==> config.mk <==
export PLATFORM = sky130hd
export DESIGN_NAME = sha256_msg_pad
export DESIGN_NICKNAME = d
export VERILOG_FILES = /design/src/rtl/sha256_msg_pad.sv
export SDC_FILE = /design/constraint.sdc
export NUM_CORES = 1
export LEC_CHECK = 0
export ABC_AREA = 1
export CORE_UTILIZATION = 50
export DETAILED_ROUTE_END_ITERATION = 10
export MAX_ROUTING_LAYER = met4
export PLACE_DENSITY_LB_ADDON = 0.05
export SLEW_MARGIN = 20
export SYNTH_ARGS = -nofsm -noshare
export SYNTH_HDL_FRONTEND = slang
export SYNTH_SLANG_ARGS = --single-unit
==> constraint.sdc <==
create_clock -name clk -period 2.6 [get_ports clk]
set_input_delay 0.78 -clock clk [delete_from_list [all_inputs] [get_ports clk]]
set_output_delay 0.78 -clock clk [all_outputs]
set_load 0.02 [all_outputs]
==> src/rtl/sha256_msg_pad.sv <==
`default_nettype none
// +----------------------------------------------------------------------------+
// | Module      : sha256_msg_pad                                               |
// | Description : Message padding front end for a SHA-256 scheduler. Accepts a |
// |               32-bit big-endian word stream, applies the 0x80 marker, the  |
// |               zero fill and the 64-bit bit-length field, and buffers each  |
// |               512-bit block. Each block is replayed as 16 back-to-back     |
// |               words on ld_o/M_o. After each burst there is a gap of        |
// |               EXP_CYCLES cycles with ld_o low while the scheduler expands. |
// | Ports       : clk, rst_n (async, active low)                               |
// |               in_valid_i/in_ready_o/in_data_i/in_last_i/in_bytes_i         |
// |                 - input message stream, byte 0 in [31:24]                  |
// |               blk_ready_i - downstream can accept a new block              |
// |               ld_o/M_o    - word-load strobe and word to scheduler         |
// |               blk_first_o - word 0 of every block                          |
// |               blk_last_o  - all 16 words of the final block of a message   |
// | Options     : define SHA256_PAD_RAW_EN to add input raw_i. raw_i is        |
// |               sampled with the first word of a message. When it is 1, the  |
// |               message is sent without the marker or the length field.      |
// | Revision    : 1.0 - initial release                                        |
// +----------------------------------------------------------------------------+
module sha256_msg_pad #(
  parameter int EXP_CYCLES = 48,
  parameter int LEN_W      = 64
) (
  input  logic        clk,
  input  logic        rst_n,
  input  logic        in_valid_i,
  output logic        in_ready_o,
  input  logic [31:0] in_data_i,
  input  logic        in_last_i,
  input  logic [2:0]  in_bytes_i,
`ifdef SHA256_PAD_RAW_EN
  input  logic        raw_i,
`endif
  input  logic        blk_ready_i,
  output logic        ld_o,
  output logic [31:0] M_o,
  output logic        blk_first_o,
  output logic        blk_last_o
);

  localparam int          c_EXP_W  = (EXP_CYCLES > 0) ? $clog2(EXP_CYCLES + 1) : 1;
  localparam logic [31:0] c_MARKER = 32'h8000_0000;

  typedef enum logic [1:0] {
    S_FILL = 2'd0,
    S_PAD  = 2'd1,
    S_SEND = 2'd2
  } state_t;

  state_t               r_state;
  state_t               w_state_nxt;
  logic [31:0]          r_buf [16];
  logic [4:0]           r_widx;      // 0..16; 16 means buffer full
  logic [LEN_W-1:0]     r_len;
  logic                 r_pend;      // 0x80000000 still has to be written
  logic                 r_xtra;      // marker fell into word 14/15: need a length-only block
  logic                 r_final;     // buffered block is the last one of its message
  logic                 r_live;      // first clock after reset has happened
  logic                 r_sending;
  logic [3:0]           r_cnt;
  logic [c_EXP_W-1:0]   r_exp;

  logic                 w_hs;
  logic                 w_raw;
  logic                 w_start;
  logic                 w_send_done;
  logic                 w_widx_hi;
  logic [2:0]           w_bytes;
  logic [31:0]          w_tail_word;
  logic [63:0]          w_len64;
  logic [3:0]           w_rd_idx;

  logic                 w_wr_en;
  logic [31:0]          w_wr_data;
  logic [4:0]           w_widx_nxt;
  logic [LEN_W-1:0]     w_len_nxt;
  logic                 w_pend_nxt;
  logic                 w_xtra_nxt;
  logic                 w_final_nxt;

  // --------------------------------------------------------------------------
  // Raw (unpadded) mode
  // --------------------------------------------------------------------------
`ifdef SHA256_PAD_RAW_EN
  logic r_first;   // next accepted word starts a new message
  logic r_raw;

  always_ff @(posedge clk or negedge rst_n) begin
    if (!rst_n) begin
      r_first <= 1'b1;
      r_raw   <= 1'b0;
    end else if (w_hs) begin
      r_first <= in_last_i;
      if (r_first) begin
        r_raw <= raw_i;
      end
    end
  end

  // raw_i applies to the first word itself, so bypass the register on that word.
  assign w_raw = (r_state == S_FILL && r_first) ? raw_i : r_raw;
`else
  assign w_raw = 1'b0;
`endif

  // --------------------------------------------------------------------------
  // Handshake and helpers
  // --------------------------------------------------------------------------
  assign in_ready_o  = r_live && (r_state == S_FILL) && !r_widx[4];
  assign w_hs        = in_valid_i && in_ready_o;
  assign w_widx_hi   = !r_widx[4] && (r_widx[3:1] == 3'b111);
  // Only a last word may be partial; anything above 4 is also treated as 4.
  assign w_bytes     = (!in_last_i || in_bytes_i > 3'd4) ? 3'd4 : in_bytes_i;
  assign w_start     = (r_state == S_SEND) && !r_sending && (r_exp == '0) && blk_ready_i;
  assign w_send_done = r_sending && (r_cnt == 4'd15);

  // Partial last word: keep the valid bytes, place the marker right after them.
  always_comb begin
    w_tail_word = c_MARKER;
    case (in_bytes_i)
      3'd1:    w_tail_word = {in_data_i[31:24], 8'h80, 16'h0000};
      3'd2:    w_tail_word = {in_data_i[31:16], 8'h80, 8'h00};
      3'd3:    w_tail_word = {in_data_i[31:8], 8'h80};
      default: w_tail_word = c_MARKER;
    endcase
  end

  generate
    if (LEN_W >= 64) begin : g_len_full
      assign w_len64 = r_len[63:0];
    end else begin : g_len_ext
      assign w_len64 = {{(64 - LEN_W){1'b0}}, r_len};
    end
  endgenerate

  // --------------------------------------------------------------------------
  // FSM state register
  // --------------------------------------------------------------------------
  always_ff @(posedge clk or negedge rst_n) begin
    if (!rst_n) begin
      r_state <= S_FILL;
    end else begin
      r_state <= w_state_nxt;
    end
  end

  // --------------------------------------------------------------------------
  // FSM next state and buffer write control
  // --------------------------------------------------------------------------
  always_comb begin
    w_state_nxt = r_state;
    w_wr_en     = 1'b0;
    w_wr_data   = 32'h0;
    w_widx_nxt  = r_widx;
    w_len_nxt   = r_len;
    w_pend_nxt  = r_pend;
    w_xtra_nxt  = r_xtra;
    w_final_nxt = r_final;

    case (r_state)
      S_FILL: begin
        if (w_hs) begin
          w_wr_en    = 1'b1;
          w_wr_data  = in_data_i;
          w_widx_nxt = r_widx + 5'd1;
          w_len_nxt  = r_len + (LEN_W'(w_bytes) << 3);
          if (in_last_i) begin
            if (w_raw) begin
              if (r_widx[3:0] == 4'd15) begin
                w_state_nxt = S_SEND;
                w_final_nxt = 1'b1;
                w_xtra_nxt  = 1'b0;
              end else begin
                w_state_nxt = S_PAD;
              end
            end else begin
              w_state_nxt = S_PAD;
              if (w_bytes == 3'd4) begin
                w_pend_nxt = 1'b1;
              end else begin
                w_wr_data  = w_tail_word;
                w_pend_nxt = 1'b0;
              end
              // Anything the marker occupies in word 14/15 leaves no room for the length.
              w_xtra_nxt = w_widx_hi;
            end
          end else if (r_widx[3:0] == 4'd15) begin
            w_state_nxt = S_SEND;
            w_final_nxt = 1'b0;
          end
        end
      end

      S_PAD: begin
        if (r_widx[4]) begin
          // Last word filled the block; the marker and the length go into the next one.
          w_state_nxt = S_SEND;
          w_final_nxt = w_raw;
          w_xtra_nxt  = !w_raw;
        end else begin
          w_wr_en    = 1'b1;
          w_widx_nxt = r_widx + 5'd1;
          if (w_raw) begin
            w_wr_data = 32'h0;
            w_xtra_nxt = 1'b0;
          end else if (r_pend) begin
            w_wr_data  = c_MARKER;
            w_pend_nxt = 1'b0;
            if (w_widx_hi) begin
              w_xtra_nxt = 1'b1;
            end
          end else if (!w_widx_hi || r_xtra) begin
            w_wr_data = 32'h0;
          end else if (r_widx[0] == 1'b0) begin
            w_wr_data = w_len64[63:32];
          end else begin
            w_wr_data = w_len64[31:0];
          end
          if (r_widx[3:0] == 4'd15) begin
            w_state_nxt = S_SEND;
            w_final_nxt = !w_xtra_nxt;
          end
        end
      end

      S_SEND: begin
        if (w_send_done) begin
          w_widx_nxt = 5'd0;
          if (r_final) begin
            w_len_nxt = '0;
          end
          if (r_xtra) begin
            w_state_nxt = S_PAD;
            w_xtra_nxt  = 1'b0;
          end else begin
            w_state_nxt = S_FILL;
          end
        end
      end

      default: begin
        w_state_nxt = S_FILL;
      end
    endcase
  end

  // --------------------------------------------------------------------------
  // Buffer, counters and message length
  // --------------------------------------------------------------------------
  always_ff @(posedge clk or negedge rst_n) begin
    if (!rst_n) begin
      for (int i = 0; i < 16; i++) begin
        r_buf[i] <= 32'h0;
      end
      r_widx  <= 5'd0;
      r_len   <= '0;
      r_pend  <= 1'b0;
      r_xtra  <= 1'b0;
      r_final <= 1'b0;
      r_live  <= 1'b0;
    end else begin
      if (w_wr_en) begin
        r_buf[r_widx[3:0]] <= w_wr_data;
      end
      r_widx  <= w_widx_nxt;
      r_len   <= w_len_nxt;
      r_pend  <= w_pend_nxt;
      r_xtra  <= w_xtra_nxt;
      r_final <= w_final_nxt;
      r_live  <= 1'b1;
    end
  end

  // --------------------------------------------------------------------------
  // Burst sequencer and expansion gap
  // --------------------------------------------------------------------------
  always_ff @(posedge clk or negedge rst_n) begin
    if (!rst_n) begin
      r_sending <= 1'b0;
      r_cnt     <= 4'd0;
      r_exp     <= '0;
    end else begin
      if (w_start) begin
        r_sending <= 1'b1;
        r_cnt     <= 4'd1;
      end else if (w_send_done) begin
        r_sending <= 1'b0;
        r_cnt     <= 4'd0;
      end else if (r_sending) begin
        r_cnt <= r_cnt + 4'd1;
      end

      if (w_send_done) begin
        r_exp <= c_EXP_W'(EXP_CYCLES);
      end else if (r_exp != '0) begin
        r_exp <= r_exp - 1'b1;
      end
    end
  end

  // Word 0 goes out combinationally in the start cycle. This keeps the burst
  // pitch at exactly 16 + EXP_CYCLES.
  assign w_rd_idx    = r_sending ? r_cnt : 4'd0;
  assign ld_o        = w_start || r_sending;
  assign M_o         = ld_o ? r_buf[w_rd_idx] : 32'h0;
  assign blk_first_o = w_start;
  assign blk_last_o  = ld_o && r_final;

endmodule
`default_nettype wire

==> out/metrics.csv, run 1 <==
stage;metric;value;unit
status;status;finished with violations;
status;failing checks;design-rule violations, negative setup slack;
sta;Final Skew;32.6;ps
clock_tree;CTS H-Tree Depth;3;
global_routing;total gr overflow;0;
clock_tree;# hold bufs at CTS;0;
layout;multi-input combinational cell area;13300;sq um
setup_path;WP data required;1820;ps
routing;number of vias per cell;5.73;
synthesis;share of Yosys cell area claimed by the top area cell type;49.4;%
sta;Final Cycle Share;126;%
synthesis;Seq/Total Area, Yosys;49.4;%
sta;Final Hold Viols;0;
clock_tree;worst skew pair latency;620;ps
synthesis;Cells after Synth;3802;
power;Static Leak;0.0179;uW
sta;# setup viols final;35;
clock_tree;clk sink count;595;
floorplan;I/O pin count;76;
routing;DRC;1;
synthesis;synth top area cells;dfrtp_1, nand2_1, o21ai_0;
global_routing;first-pass GRT wire length;162000;um
floorplan;Site Rows;89;
power;Net Sw Frac;21.7;%
sta;final worst slack;-679;ps
routing;first-pass detailed-route iteration total;10;
routing;DR WL/cell;21.1;um
power;Flop pwr share;47.1;%
clock_tree;CTS tree;built;
synthesis;Yosys reg bits;595;
sta;fmax;305;MHz
floorplan;Die Y;247;um
setup_path;CP top delay family;simple AND/OR/NAND/NOR gates;
setup_path;CP endpoint kind;output port;
layout;layout cell share with drive strength beyond 1;18.3;%
setup_path;instance count on the critical path;12;
sta;Rel. slew slack;61.5;%
layout;fin nets;4140;
clock_tree;clk slew on worst S/H paths;60;ps
floorplan;die footprint;61300;sq um
clock_tree;TritonCTS buffer count;68;
layout;area grow syn2layout;26.8;%
setup_path;crit path kind;flop to output port;
synthesis;Synth Area per Inst;7.93;sq um
routing;WL final;104000;um
synthesis;Post-Synthesis Cell Area;30100;sq um
layout;flip-flop and latch area;14900;sq um
global_routing;Total GRT Usage;35.6;%
sta;RSZ-0062 raised after global routing;yes;
synthesis;Synth async-reset ratio;100;%
synthesis;most common cell in the netlist;nand2_1;
sta;post-layout min period;3280;ps
floorplan;Starting Density;50.9;%
setup_path;WP data arrival;2500;ps
routing;Iteration-0 DRC Markers;2593;
floorplan;Die Width;247;um
global_routing;largest net degree at the start of global routing;76;
synthesis;Post-synth EDFFs;0;
synthesis;Synth Flop Type;dfrtp_1;
routing;Via Count;28100;
sta;hold slack final;53.7;ps
setup_path;CP Cell Sequence;inv_2, ha_4, inv_4, nor2_4, nand3_2, inv_2, nand4_1, nand2_4, buf_12, buf_12, and3_4, buf_6;
power;Internal Pwr Total;15400;uW
setup_path;worst path bufs/invs;6;
power;combinational power share;1.7;%
setup_path;worst r2r path cells;19;
synthesis;Distinct cells, synth;44;
placement;DP HPWL;67900;um
setup_path;CP max-delay cell;dfrtp_1;
sta;Final Max Slew Viols;0;
setup_path;Slowest Stage Delay on Critical Path;410;ps
sta;setup TNS;-21800;ps
sta;Worst Max-Slew Pin Slew;575;ps
power;Total Power;19700;uW
clock_tree;clk buf depth;3;
placement;post-placement setup slack;-780;ps
synthesis;yosys warns;0;
placement;PortBufs;75;
hold_path;Tightest Hold Check Type;primary input to async pin;
power;power share of the clock group;51.2;%
setup_path;type of origin of the critical path;flop;
setup_path;crit path max fanout;9;
synthesis;Post-synth top cells;nand2_1, dfrtp_1, nor2_1;
global_routing;initial antenna violation count;1;
global_routing;vias in the first global route;27700;
power;switching power;4260;uW
power;Worst VDD drop;0.605;mV
run;max cap viols;0;
synthesis;post-synth net total;3858;
synthesis;Synth area leader;dfrtp_1;
floorplan;CORE AREA;59200;sq um
routing;ANT nets after route;0;
placement;RD Place Congestion;0.937;
power;power per cell area;515;nW/um^2
clock_tree;Root Buffer;clkbuf_16;
layout;Fillers;5106;
==> worst reg2reg max path: cells and delay by family (launching register included) <==
family                     cells  cell delay (ps)
AOI/OAI and AO/OA              1              180
DFF                            1              410
adders and majority gates      1              140
and+or+nand+nor                4              320
buffers and inverters         13             1440
==> cell type report <==
class	count	share of cell area (%)
antenna	1	0.00655
multi-input combinational	2580	34.9
clock buffer	102	5.43
sequential	595	39.0
tap	773	2.53
inverter	398	4.00
timing repair buffer	441	13.4
clock inverter	19	0.698
==> per-stage QoR <==
step           utilization (%)  instances  cell area (sq um)
6_report                  64.5       4909              38200
5_1_grt                   64.5       4909              38200
4_1_cts                   63.8       4911              37800
3_5_place_dp              58.3       4736              34500
3_3_place_gp              58.3       4736              34500
2_1_floorplan                -       3802              30100
==> sequential cells by signal, indices dropped and copies added (netlist names), 2 cells and up <==
register and flops:
r_cnt 4, r_len 61, r_exp 6, r_buf 512
r_widx 5, r_state 2
==> kinds of logic (layout without fill, tap and decap cells) <==
logic type      count (synthesis)  count (layout)  synth area share [%]
compound gates               1034            1034                  19.7
xor+xnor                        3               3                0.0872
fa+ha+maj                      16              16                 0.689
buf+inv                       627             960                  8.35
flops                         595             595                  49.4
mux                            16              16                 0.561
other cells                     1               2                0.0124
simple gates                 1510            1510                  21.2
==> what timing repair did <==
item,in CTS,in global routing
hold endpoints to repair,0,0
cloned,8,3
buffers inserted,51,13
setup endpoints to repair,38,77
pin swaps,16,31
resized for setup,285,117
==> final timing paths <==
path / from / to / slack (ps)
max: r_exp[1] / M_o[24] / -680
min: rst_n / r_buf[456] / 50
max reg2reg: r_exp[1] / r_exp[2] / 0
min reg2reg: r_buf[14] / r_buf[14] / 490
max in group asynchronous: rst_n / r_buf[84] / 1630
min in group clk: r_buf[14] / r_buf[14] / 490
==> power groups by stage <==
| stage | clock network, uW | logic, uW | registers (uW) |
|---|---|---|---|
| 2_1_floorplan | 0 | 15.5 | 9440 |
| 3_3_place_gp | 0 | 334 | 9430 |
| 3_5_place_dp | 0 | 340 | 9430 |
| 4_1_cts | 10200 | 341 | 9260 |
| 5_1_grt | 10500 | 375 | 9260 |
| 6_report | 10100 | 331 | 9260 |
==> per-layer routing <==
metal  GRT usage, %  part of all wire [%]
met1           46.8                    43
met2           56.6                    48
met3           4.78                   6.4
met4           12.0                   3.2
met5              -                     0
==> cell usage in the layout, fill, tap and decap left out, drive strengths merged, types with 2 or more instances in the layout <==
| master | count |
|---|---|
| nand3 | 265 |
| xor2 | 3 |
| clkdlybuf4s50 | 38 |
| nor3 | 17 |
| bufbuf | 3 |
| o21ai | 503 |
| o211ai | 132 |
| nor3b | 2 |
| mux2i | 9 |
| clkbuf | 105 |
| nand4 | 42 |
| nor2 | 424 |
| clkinv | 13 |
| a21oi | 387 |
| dfrtp | 595 |
| mux2 | 7 |
| and3 | 32 |
| bufinv | 5 |
| o31ai | 3 |
| inv | 398 |
| a211oi | 2 |
| o22ai | 3 |
| buf | 397 |
| a31oi | 2 |
| ha | 15 |
| nand2 | 727 |
(Power assumes the default switching activity.)
==> run 2, diff against run 1 <==
--- a/config.mk
+++ b/config.mk
@@ -7,7 +7,9 @@
 export LEC_CHECK = 0
 export ABC_AREA = 1
 export CORE_UTILIZATION = 50
+export CTS_BUF_LIST = sky130_fd_sc_hd__clkbuf_4 sky130_fd_sc_hd__clkbuf_8 sky130_fd_sc_hd__clkbuf_16
 export DETAILED_ROUTE_END_ITERATION = 10
+export GPL_TIMING_DRIVEN = 0
 export MAX_ROUTING_LAYER = met4
 export PLACE_DENSITY_LB_ADDON = 0.05
 export SLEW_MARGIN = 20
==> out/metrics.csv, run 2 (synthesized netlist as in run 1, its figures left out) <==
stage;metric;value;unit;change
sta;setup TNS;-22060;ps;-261 ps
layout;layout cell share with drive strength beyond 1;17.4;%;-0.90 points
layout;top flop regs;r_buf: 512 flops, r_len: 61 flops, r_exp: 6 flops;;
sta;Final Cycle Share;127;%;+1.2 points
routing;WL final;118000;um;+14%
status;status;finished with violations;;
floorplan;Die Width;247;um;unchanged
placement;Inst Count DP;4657;;-1.7%
placement;PortBufs;75;;unchanged
global_routing;vias in the first global route;27600;;-0.59%
setup_path;CP max-delay cell;dfrtp_1;;
status;failing checks;negative setup slack;;
hold_path;Hold Crit Depth;2;;
power;Flop pwr share;47.5;%;+0.4 points
sta;fmax;302;MHz;-0.94%
floorplan;Site Rows;89;;unchanged
sta;Final Skew;32.0;ps;-0.610 ps
sta;hold slack final;492;ps;+439 ps
sta;post-layout min period;3310;ps;+31.1 ps
hold_path;Tightest Hold Check Type;flop to flop;;
clock_tree;CTS tree;built;;
sta;# setup viols final;35;;unchanged
sta;Rel. slew slack;46.6;%;-15 points
run;max cap viols;0;;unchanged
power;power share of the clock group;50.9;%;-0.3 points
floorplan;CORE AREA;59200;sq um;unchanged
sta;final worst slack;-711;ps;-31.1 ps
power;switching power;4310;uW;+1.2%
floorplan;Die Y;247;um;unchanged
setup_path;Slowest Stage Delay on Critical Path;360;ps;-50 ps
routing;Iteration-0 DRC Markers;3677;;+42%
clock_tree;TritonCTS buffer count;68;;unchanged
layout;max reg flops;512;;unchanged
global_routing;total gr overflow;0;;unchanged
routing;DR WL/cell;24.3;um;+15%
power;combinational power share;1.6;%;about the same
clock_tree;clk slew on worst S/H paths;60;ps;about the same
global_routing;largest net degree at the start of global routing;96;;+26%
setup_path;worst path bufs/invs;4;;-2
clock_tree;worst skew pair latency;630;ps;about the same
layout;area grow syn2layout;22.0;%;
power;Worst VDD drop;0.524;mV;-13%
clock_tree;clk buf depth;3;;unchanged
setup_path;most frequent CP cell;buf_4;;
layout;most frequent cells in the layout;nand2_1, dfrtp_1, nor2_1;;
floorplan;I/O pin count;76;;unchanged
placement;RD Place Congestion;1.00;;+6.9%
routing;ANT nets after route;0;;unchanged
layout;flip-flop and latch area;14900;sq um;about the same
setup_path;crit path kind;flop to output port;;
floorplan;Starting Density;50.9;%;unchanged
layout;commonest non-fill, non-tap cell in the layout;nand2_1;;
power;Net Sw Frac;22.1;%;+0.43 points
routing;first-pass detailed-route iteration total;9;;-1
setup_path;crit path from;r_cnt[0];;
layout;largest reg by FF count;r_buf;;
floorplan;die footprint;61300;sq um;unchanged
global_routing;Total GRT Usage;39.9;%;+4.4 points
setup_path;WP data arrival;2530;ps;+30 ps
sta;Worst Max-Slew Pin Slew;801;ps;+226 ps
setup_path;worst r2r path cells;9;;-10
clock_tree;CTS H-Tree Depth;3;;unchanged
setup_path;CP Cell Sequence;buf_4, nand2_4, buf_12, buf_4, o211ai_1, nand3_1, nand3_2, and3_4, buf_6;;
power;Static Leak;0.0174;uW;-2.6%
routing;DRC;0;;-1
setup_path;instance count on the critical path;9;;-3
setup_path;WP data required;1820;ps;about the same
layout;multi-input combinational cell area;13400;sq um;+0.11%
placement;post-placement setup slack;-1800;ps;-1020 ps
sta;RSZ-0062 raised after global routing;yes;;
placement;DP HPWL;81100;um;+19%
setup_path;reg2reg start;r_cnt[0];;
global_routing;first-pass GRT wire length;174000;um;+7.8%
setup_path;FF-to-FF End;r_len[35];;
setup_path;CP top delay family;simple AND/OR/NAND/NOR gates;;
power;Internal Pwr Total;15200;uW;-1.4%
layout;fin util;62.0;%;-2.4 points
setup_path;CP endpoint kind;output port;;
layout;Post-Layout Cell Count;4870;;-0.79%
sta;Final Hold Viols;0;;unchanged
layout;fin nets;4104;;-0.87%
routing;number of vias per cell;5.98;;+4.3%
clock_tree;Root Buffer;clkbuf_16;;
clock_tree;clk sink count;595;;unchanged
global_routing;initial antenna violation count;1;;unchanged
layout;Fillers;5358;;+4.9%
power;power per cell area;531;nW/um^2;+3.1%
setup_path;crit path max fanout;10;;+1
routing;Via Count;29100;;+3.5%
sta;Final Max Slew Viols;0;;unchanged
setup_path;Worst Setup EP;M_o[9];;
setup_path;R2R Setup Slk;50;ps;+50 ps
setup_path;type of origin of the critical path;flop;;
-- run 2: cell types whose count changed in the layout (fill, tap and decap cells not counted), sizes merged, moves of 2 or more --
cell,delta
clkbuf,+92
buf,-126
bufbuf,-3
bufinv,-2
inv,+2
clkdlybuf4s50,-2
clkinv,-5
-- run 2: how the worst min path moves through the flow --
stage / from / endpoint / slack, ps
floorplan: r_buf[31] / r_buf[31] / 450
global placement: r_buf[30] / r_buf[30] / 470
detailed placement: r_buf[15] / r_buf[15] / 480
CTS: r_buf[30] / r_buf[30] / 490
global route: r_buf[21] / r_buf[21] / 510
finish: r_buf[9] / r_buf[9] / 490
-- run 2: area by class of cell --
class,instances,area share [%]
Tap cell,773,2.63
Timing Repair Buffer,176,5.40
Clock buffer,102,5.64
Multi-Input combinational cell,2580,36.4
Inverter,398,4.10
Buffer,229,4.82
Clock inverter,15,0.507
Antenna cell,2,0.0136
Sequential cell,595,40.5
-- run 2: metrics by stage --
| step | power [uW] | instance area (sq um) |
|---|---|---|
| floorplan | 9450 | 30100 |
| global placement | 9740 | 31900 |
| detailed placement | 9740 | 32100 |
| CTS | 19500 | 35700 |
| global route | 19900 | 36700 |
| finish | 19500 | 36700 |
-- run 2: worst min-delay path: cells and delay by family (launching register included) --
kind / cells / cell delay, ps
flops: 1 / 340
compound gates: 1 / 60
simple gates: 1 / 50
-- run 2: timing repair --
action | 4_1_cts | 5_1_grt
setup buffers | 30 | 58
gates resized for setup | 563 | 202
cloned | 2 | 3
hold buffers | 1 | 0
endpoints found under the hold margin | 20 | 0
endpoints found under the setup margin | 265 | 398
pin swaps | 43 | 43
-- run 2: metal layers --
metal / share of wire, % / wire length, um / vias to the layer above / track usage (%)
met3: 9.2 / 10800 / 343 / 6.88
met5: 0 / 0 / - / -
li1: - / - / 13100 / -
met4: 5.1 / 6060 / 0 / 17.5
met2: 45 / 53500 / 1599 / 61.0
met1: 41 / 47900 / 14100 / 52.3
-- run 2: power groups by stage --
| stage | clock network [uW] | logic [uW] | registers [uW] |
|---|---|---|---|
| finish | 9910 | 319 | 9260 |
| global route | 10300 | 361 | 9260 |
| CTS | 9950 | 315 | 9260 |
| detailed placement | 0 | 312 | 9430 |
| global placement | 0 | 276 | 9460 |
| floorplan | 0 | 15.5 | 9440 |
